===== src/rtl/p2s_pkg.sv =====
// Shared constants and FSM state type for the p2s_tx serial frame transmitter.
package p2s_pkg;

  localparam int unsigned WORD_W          = 14;
  localparam int unsigned BIT_W           = 4;
  localparam int unsigned WORD_CNT_W      = 2;
  localparam int unsigned CNT_W           = 8;
  localparam int unsigned WORDS_PER_FRAME = 3;

  localparam logic [WORD_W-1:0] HEADER_WORD = 14'h0FFF;
  localparam int unsigned       OFFSET_A    = 1395;
  localparam int unsigned       OFFSET_B    = 1568;

  typedef enum logic [1:0] {
    IDLE,
    SHIFT,
    GAP
  } state_t;

endpackage


===== src/rtl/p2s_sck_div.sv =====
// Serial clock generator: sck half-period of CLK_DIV clk cycles while en is high,
// held low with its phase counter cleared otherwise.
module p2s_sck_div
  import p2s_pkg::*;
#(
  parameter int unsigned CLK_DIV = 2
) (
  input  logic clk,
  input  logic rstn,
  input  logic en,
  output logic sck,
  output logic phase_end_c
);

  logic [CNT_W-1:0] cnt;

  // Last clk cycle of the current sck phase.
  assign phase_end_c = en && (cnt == CNT_W'(CLK_DIV - 1));

  always_ff @(posedge clk) begin
    if (!rstn || !en) begin
      cnt <= '0;
      sck <= 1'b0;
    end else if (phase_end_c) begin
      cnt <= '0;
      sck <= ~sck;
    end else begin
      cnt <= cnt + CNT_W'(1);
    end
  end

endmodule


===== src/rtl/p2s_tx.sv =====
// Three-word serial frame transmitter (header, sample_a, sample_b), MSB first.
// Build macro P2S_OFFSET_EN adds fixed offsets to the sample words before sending.
module p2s_tx
  import p2s_pkg::*;
#(
  parameter int unsigned CLK_DIV = 2,
  parameter int unsigned CS_GAP  = 4
) (
  input  logic              clk,
  input  logic              rstn,
  input  logic              start,
  input  logic [WORD_W-1:0] sample_a,
  input  logic [WORD_W-1:0] sample_b,
  output logic              ready,
  output logic              done,
  output logic              sck,
  output logic              mosi,
  output logic              cs
);

  state_t                state_q, state_d;
  logic [BIT_W-1:0]      bit_q, bit_d;
  logic [WORD_CNT_W-1:0] word_q, word_d;
  logic [CNT_W-1:0]      gap_q, gap_d;
  logic [WORD_W-1:0]     shreg_q, shreg_d;
  logic [WORD_W-1:0]     a_q, a_d, b_q, b_d;
  logic                  cs_q, cs_d, mosi_q, mosi_d, done_q, done_d, ready_q, ready_d;
  logic [WORD_W-1:0]     word_a_c, word_b_c, next_word_c;
  logic                  phase_end_c;

`ifdef P2S_OFFSET_EN
  assign word_a_c = sample_a + WORD_W'(OFFSET_A);
  assign word_b_c = sample_b + WORD_W'(OFFSET_B);
`else
  assign word_a_c = sample_a;
  assign word_b_c = sample_b;
`endif

  assign next_word_c = (word_q == WORD_CNT_W'(0)) ? a_q : b_q;

  p2s_sck_div #(.CLK_DIV(CLK_DIV)) u_sck_div (
    .clk         (clk),
    .rstn        (rstn),
    .en          (state_q == SHIFT),
    .sck         (sck),
    .phase_end_c (phase_end_c)
  );

  always_ff @(posedge clk) begin
    if (!rstn) begin
      state_q <= IDLE;
      bit_q   <= '0;
      word_q  <= '0;
      gap_q   <= '0;
      shreg_q <= '0;
      a_q     <= '0;
      b_q     <= '0;
      cs_q    <= 1'b1;
      mosi_q  <= 1'b0;
      done_q  <= 1'b0;
      ready_q <= 1'b1;
    end else begin
      state_q <= state_d;
      bit_q   <= bit_d;
      word_q  <= word_d;
      gap_q   <= gap_d;
      shreg_q <= shreg_d;
      a_q     <= a_d;
      b_q     <= b_d;
      cs_q    <= cs_d;
      mosi_q  <= mosi_d;
      done_q  <= done_d;
      ready_q <= ready_d;
    end
  end

  always_comb begin
    state_d = state_q;
    bit_d   = bit_q;
    word_d  = word_q;
    gap_d   = gap_q;
    shreg_d = shreg_q;
    a_d     = a_q;
    b_d     = b_q;
    cs_d    = cs_q;
    mosi_d  = mosi_q;
    done_d  = 1'b0;
    ready_d = ready_q;
    unique case (state_q)
      IDLE: begin
        if (start) begin
          state_d = SHIFT;
          a_d     = word_a_c;
          b_d     = word_b_c;
          shreg_d = HEADER_WORD;
          mosi_d  = HEADER_WORD[WORD_W-1];
          cs_d    = 1'b0;
          bit_d   = '0;
          word_d  = '0;
          ready_d = 1'b0;
        end
      end
      SHIFT: begin
        // Data advances only as sck falls, keeping mosi stable over each rising edge.
        if (phase_end_c && sck) begin
          if (bit_q == BIT_W'(WORD_W - 1)) begin
            state_d = GAP;
            cs_d    = 1'b1;
            mosi_d  = 1'b0;
            gap_d   = '0;
          end else begin
            bit_d   = bit_q + BIT_W'(1);
            shreg_d = {shreg_q[WORD_W-2:0], 1'b0};
            mosi_d  = shreg_q[WORD_W-2];
          end
        end
      end
      GAP: begin
        if (gap_q == CNT_W'(CS_GAP - 1)) begin
          if (word_q == WORD_CNT_W'(WORDS_PER_FRAME - 1)) begin
            state_d = IDLE;
            done_d  = 1'b1;
            ready_d = 1'b1;
          end else begin
            state_d = SHIFT;
            word_d  = word_q + WORD_CNT_W'(1);
            shreg_d = next_word_c;
            mosi_d  = next_word_c[WORD_W-1];
            cs_d    = 1'b0;
            bit_d   = '0;
          end
        end else begin
          gap_d = gap_q + CNT_W'(1);
        end
      end
      default: state_d = IDLE;
    endcase
  end

  assign ready = ready_q;
  assign done  = done_q;
  assign mosi  = mosi_q;
  assign cs    = cs_q;

endmodule


===== config.mk =====
export PLATFORM = sky130hd
export DESIGN_NAME = p2s_tx
export DESIGN_NICKNAME = d
export VERILOG_FILES = /design/src/rtl/p2s_pkg.sv /design/src/rtl/p2s_sck_div.sv /design/src/rtl/p2s_tx.sv
export SDC_FILE = /design/constraint.sdc
export NUM_CORES = 1
export LEC_CHECK = 0
export ABC_CLOCK_PERIOD_IN_PS = 2800
export CORE_ASPECT_RATIO = 1.1
export CORE_MARGIN = 5
export CORE_UTILIZATION = 40
export CTS_CLUSTER_SIZE = 28
export DETAILED_ROUTE_END_ITERATION = 10
export GPL_TIMING_DRIVEN = 0
export PLACE_DENSITY = 0.58
export SLEW_MARGIN = 20
export SYNTH_ARGS = -nofsm -noshare
export SYNTH_HDL_FRONTEND = slang
export SYNTH_HIERARCHICAL = 1
export SYNTH_SLANG_ARGS = --single-unit

===== constraint.sdc =====
create_clock -name clk -period 2.8 [get_ports clk]
set_input_delay 0.28 -clock clk [delete_from_list [all_inputs] [get_ports clk]]
set_output_delay 0.28 -clock clk [all_outputs]
set_load 0.005 [all_outputs]

* Yosys cells after proc, flatten, opt, wreduce, memory -nomap -nowiden
Cells that the tools add are included.
** Operators by class
- Add/subtract/negate cells :: 4
- Equality and inequality tests :: 14
- Multiplexer cells :: 42
- Bitwise gates (word level) :: 1
- Reductions and logical operators :: 20
** Operators with widths (count)
- 2-to-1 mux 13 bit :: 5
- one-hot mux 13 bit (3 select lines) :: 1
- 2-to-1 mux 8 bit :: 3
- 2-to-1 mux 4 bit :: 5
- adder 8 x 1 -> 8 bit, second input constant :: 2
- != test 2 bit, second input constant :: 8
- one-hot mux 8 bit (2 select lines) :: 1
- AND reduction 4 bit :: 4
- 2-to-1 mux 14 bit :: 1
- 2-to-1 mux 2 bit :: 7
- 2-to-1 mux 1 bit :: 13
- one-hot mux 4 bit (3 select lines) :: 1
- AND reduction 6 bit :: 2
- equality test 8 x 1 -> 1 bit, second input constant :: 1
- equality test 8 x 2 -> 1 bit, second input constant :: 1
- one-hot mux 1 bit (3 select lines) :: 2
- one-hot mux 2 bit (3 select lines) :: 1
- AND reduction 5 bit :: 1
- adder 4 x 1 -> 4 bit, second input constant :: 1
- equality test 2 bit, second input constant :: 2
- equality test 4 bit, second input constant :: 1
- zero test 2 bit :: 2
- one-hot mux 2 bit (2 select lines) :: 1
- nonzero test 2 bit :: 2
- 11 further kinds :: 13
** Word-level totals
- Register bits after elaboration :: 70
- Input port bits :: 31
- Output and inout bits :: 5
- Word-level logic and storage cells :: 94

* Longest topological paths before layout
- Depth in word-level cells :: 5
- Gate-level depth with buffers :: 9
- Mapped depth without buffers :: 8

* Hierarchy
Netlist, hierarchy kept.
** Modules (own cells, without submodules)
- p2s_tx :: times used 1, cells an instance 361, area an instance 2961.6 sq um, seq. area each 1221.2 sq um
- p2s_sck_div :: times used 1, cells an instance 44, area an instance 394.1 sq um, seq. area each 180.2 sq um

* Worst setup path before layout
Ideal clock, no wire load.
- Kind :: register -> register
- From :: register u_sck_div.cnt[4]
- To :: register gap_q[7]
- Setup time :: 0.071 ns
- Arrival :: 1.934 ns
- Required time :: 2.729 ns
- Path slack :: 0.795 ns
- Cell stages (with the launch flop) :: 7
- Path buffers :: 0
- Period minus slack after synthesis :: 2.005 ns
- Cells stage by stage :: dfxtp_1 or4_4 nor2_1 and4_2 a32oi_2 or4_1 a21oi_1
** On the way
- Longest elaborated chain between the ends :: 5
** Ends and longest elaborated chain
- from (decl) :: line p2s_sck_div.sv:15 : logic [CNT_W-1:0] cnt;
- from (signal assigned) :: line p2s_sck_div.sv:28 : cnt <= cnt + CNT_W'(1);
- equality test 8 x 1 -> 1 bit :: line p2s_sck_div.sv:18 : assign phase_end_c = en && (cnt == CNT_W'(CLK_DIV - 1));
- logical AND 1 bit :: line p2s_sck_div.sv:18
- named net phase_end_c :: line p2s_tx.sv:29 : logic phase_end_c;
- logical AND 1 bit :: line p2s_tx.sv:105 : if (phase_end_c && sck) begin
- != test 2 bit (no source line)
- AND reduction 4 bit (no source line)
- to (signal assigned) :: line p2s_tx.sv:66 : gap_q <= gap_d;
- to (decl) :: line p2s_tx.sv:24 : logic [CNT_W-1:0] gap_q, gap_d;
The timed path passes the listed nets, and every way through them passes these cells.
A chain may end at the register's enable or synchronous reset.

* Worst setup path in the final report
- From :: register state_q[1]
- To :: register shreg_q[8]
** On the way
- Longest elaborated chain between the ends :: 5
- Elaborated cells between the ends (all ways) :: 13
- Classes of those cells :: 7 x eq/ne; 1 x mux; 5 x reduce/logical
** Ends and longest elaborated chain
- from (decl) :: line p2s_tx.sv:21 : state_t state_q, state_d;
- from (signal assigned) :: line p2s_tx.sv:63 : state_q <= state_d;
- equality test 2 x 1 -> 1 bit :: line p2s_tx.sv:44 : .en (state_q == SHIFT),
- logical AND 1 bit :: line p2s_sck_div.sv:18
- named net phase_end_c :: line p2s_tx.sv:29
- logical AND 1 bit :: line p2s_tx.sv:105
- != test 2 bit (no source line)
- AND reduction 6 bit (no source line)
- to (signal assigned) :: line p2s_tx.sv:67 : shreg_q <= shreg_d;
- to (decl) :: line p2s_tx.sv:25 : logic [WORD_W-1:0] shreg_q, shreg_d;
The timed path passes the listed nets, and every way through them passes these cells.

==> reports/metrics.cfg <==
[sta]
grt_setup_unrepaired = false
fin_skew_ns = 0.00965
finalMaxSlewViolations = 0
slew_headroom_pct = 65.4
min_period_over_period_pct = 78.7
period_needed_ns = 2.20
setup_slack_ns = 0.596
fmax_ghz = 0.454
setup_tns_ns = 0
setup_viol = 0
tightest_slew_ns = 0.519
fin_hold_ws_ns = 0.455
hold_viol_final = 0

[route]
ant_nets = 0
drt_iter0_drc = 104
routed_wl_um = 7590
drtPass1Iterations = 4
drc_errors = 0
vias = 2861
wire_per_inst_um = 13.4
viasPerCell = 5.05

[synthesis]
synth_most_common_cell = nand2_1
synth_cell_types = 52
avgSynthCellArea_um2 = 8.29
synth_top_area_share_pct = 41.8
synth_cells = 405
synth_area_leader_cell = dfxtp_1
synth_area_leaders = dfxtp_1 (42%), nand2_1 (12%), mux2i_1 (7.8%), a21oi_1 (6.4%), ha_1 (4.1%)
ys.warnings.count = 6
synth_edf_count = 0
ys.flop_type = dfxtp_1
synth_area_um2 = 3360
synth.yosys.seq_area_share_pct = 41.8
yosys-top-cells-count = nand2_1 (108), dfxtp_1 (70), a21oi_1 (43)
async_flop_share_pct = 0
syn-num-nets = 447
synth-seq-cells = 70

[die]
die_area_um2 = 10300
core_area_um2 = 8280
dieHeight_um = 106
dieWidth_um = 97.3
fp-row-count = 35
io_pins = 36
start_util_pct = 40.5

[placed_design]
io_buffers = 35
dp_slack_ns = 0.606
place_hpwl_um = 5660
place.gp.congestion = 0.793
place_area_um2 = 3840

[global_route]
grt_pass1_vias = 2871
grt_pass1_wl_um = 13200
grt_usage_pct = 15.5
antenna_found_initial = 0
grt_overflow = 0
grt_start_max_net_pins = 13

[pwr]
clockPowerShare_pct = 33.9
swShare_pct = 29.6
p_int_mw = 1.89
ir_drop_uv = 301
switchingPower_mw = 0.795
p_seq_share_pct = 44.1
cellLeakagePower_nw = 1.57
p_comb_share_pct = 22.0
powerDensity_nw_per_um2 = 660

[clock_tree]
root_buffer = clkbuf_8
numClockSinks = 70
cts.path.max_buffers = 2
postCtsHoldBufs = 0
cts_setup_buffers = 0
ctsResizeCount = 0
numCtsBuffers = 9
h-tree-depth = 3
tritoncts = built
clk_pin_slew_ns = 0.07
clk-insertion-delay-late_ns = 0.35

[worst_setup_path]
critPathRequiredTime_ns = 3.03
arrival_ns = 2.43
crit_type = reg -> reg
cp_max_fo = 10
cp-end-kind = register
crit_path_start_kind = register

[outcome]
outcome = finished clean

[cells_and_area]
num-nets-final = 493
n_antenna_cell = 0
utilization_pct = 49.1
final_area_um2 = 4070
drive_gt1_share_pct = 7.89
area_growth_pct = 21.2

[worst_hold_path]
hold_class = reg -> reg

[run]
drv_cap = 0

-- through the flow --
step | total power, mW | std cells
after CTS | 2.71 | 567
after detailed placement | 1.80 | 551
after global routing | 2.85 | 567
after floorplan | 1.62 | 405
after global placement | 1.80 | 551
final | 2.68 | 567
-- sequential cells by signal, indices dropped and copies added (netlist names) --
register and cells:
mosi 1, word_q 2, ready 1, b_q 14
u_sck_div/sck 1, state_q 2, bit_q 4, gap_q 8
done 1, cs 1, u_sck_div/cnt 8, a_q 14
shreg_q 13
-- final cells by class --
type                       instances  area (um2)
timing repair buffer              35         350
sequential                        70        1400
buffer                            25         115
clock inverter                     6        85.1
fill                             816        4210
clock buffer                      10         138
tap                              111         139
inverter                          12        45.0
multi-input combinational        298        1790
-- power by group through the flow --
stage / Clock, mW / Combinational [mW] / Sequential, mW
6_report: 0.911 / 0.590 / 1.18
2_1_floorplan: 0 / 0.427 / 1.19
3_5_place_dp: 0 / 0.597 / 1.21
5_1_grt: 0.978 / 0.670 / 1.20
3_3_place_gp: 0 / 0.592 / 1.20
4_1_cts: 0.932 / 0.599 / 1.18
-- kinds of logic after synthesis --
| family | after synthesis | synth area share, % |
|---|---|---|
| XOR/XNOR | 3 | 0.783 |
| flip-flops | 70 | 41.8 |
| adder cells (fa/ha/maj) | 11 | 4.10 |
| buffers and inverters | 37 | 4.77 |
| AND/OR/NAND/NOR | 163 | 22.1 |
| AO/OA/AOI/OAI | 94 | 18.4 |
| multiplexers | 27 | 8.09 |
-- layout by cell type, fill, tap and decap left out, types with 4 or more instances in the layout --
| cell type | instances |
|---|---|
| a21oi_1 | 43 |
| and3_1 | 6 |
| buf_2 | 5 |
| clkbuf_1 | 17 |
| clkbuf_8 | 10 |
| clkdlybuf4s50_1 | 35 |
| dfxtp_1 | 70 |
| ha_1 | 11 |
| inv_1 | 10 |
| mux2i_1 | 26 |
| nand2_1 | 108 |
| nand3_1 | 11 |
| nor2_1 | 8 |
| nor3_1 | 4 |
| o211ai_1 | 12 |
| o21ai_0 | 9 |
| or3_1 | 9 |
-- path summary, 6_finish.rpt --
kind,startpoint,endpoint,slack [ns],cells past startpoint
max reg2reg,state_q[1],shreg_q[8],0.60,9
min,a_q[5],a_q[5],0.46,2
max,state_q[1],shreg_q[8],0.60,9
min reg2reg,a_q[5],a_q[5],0.46,2
-- per-layer routing --
metal / global-route usage (%) / vias up / share of wire (%)
li1: - / 1505 / -
met1: 18.1 / 1304 / 46
met2: 27.8 / 43 / 49
met3: 4.07 / 9 / 3.4
met4: 4.75 / 0 / 1.3
met5: 0 / - / 0
-- worst max-delay path, stage by stage, from the launching register on --
cell	delay [ns]
dfxtp_1	0.34
inv_1	0.08
ha_1	0.25
nand4bb_1	0.21
nor2_1	0.16
and2_1	0.27
o211a_2	0.31
o211ai_4	0.15
buf_6	0.19
mux2i_1	0.12
No activity file was read; power rests on OpenSTA's default activity.
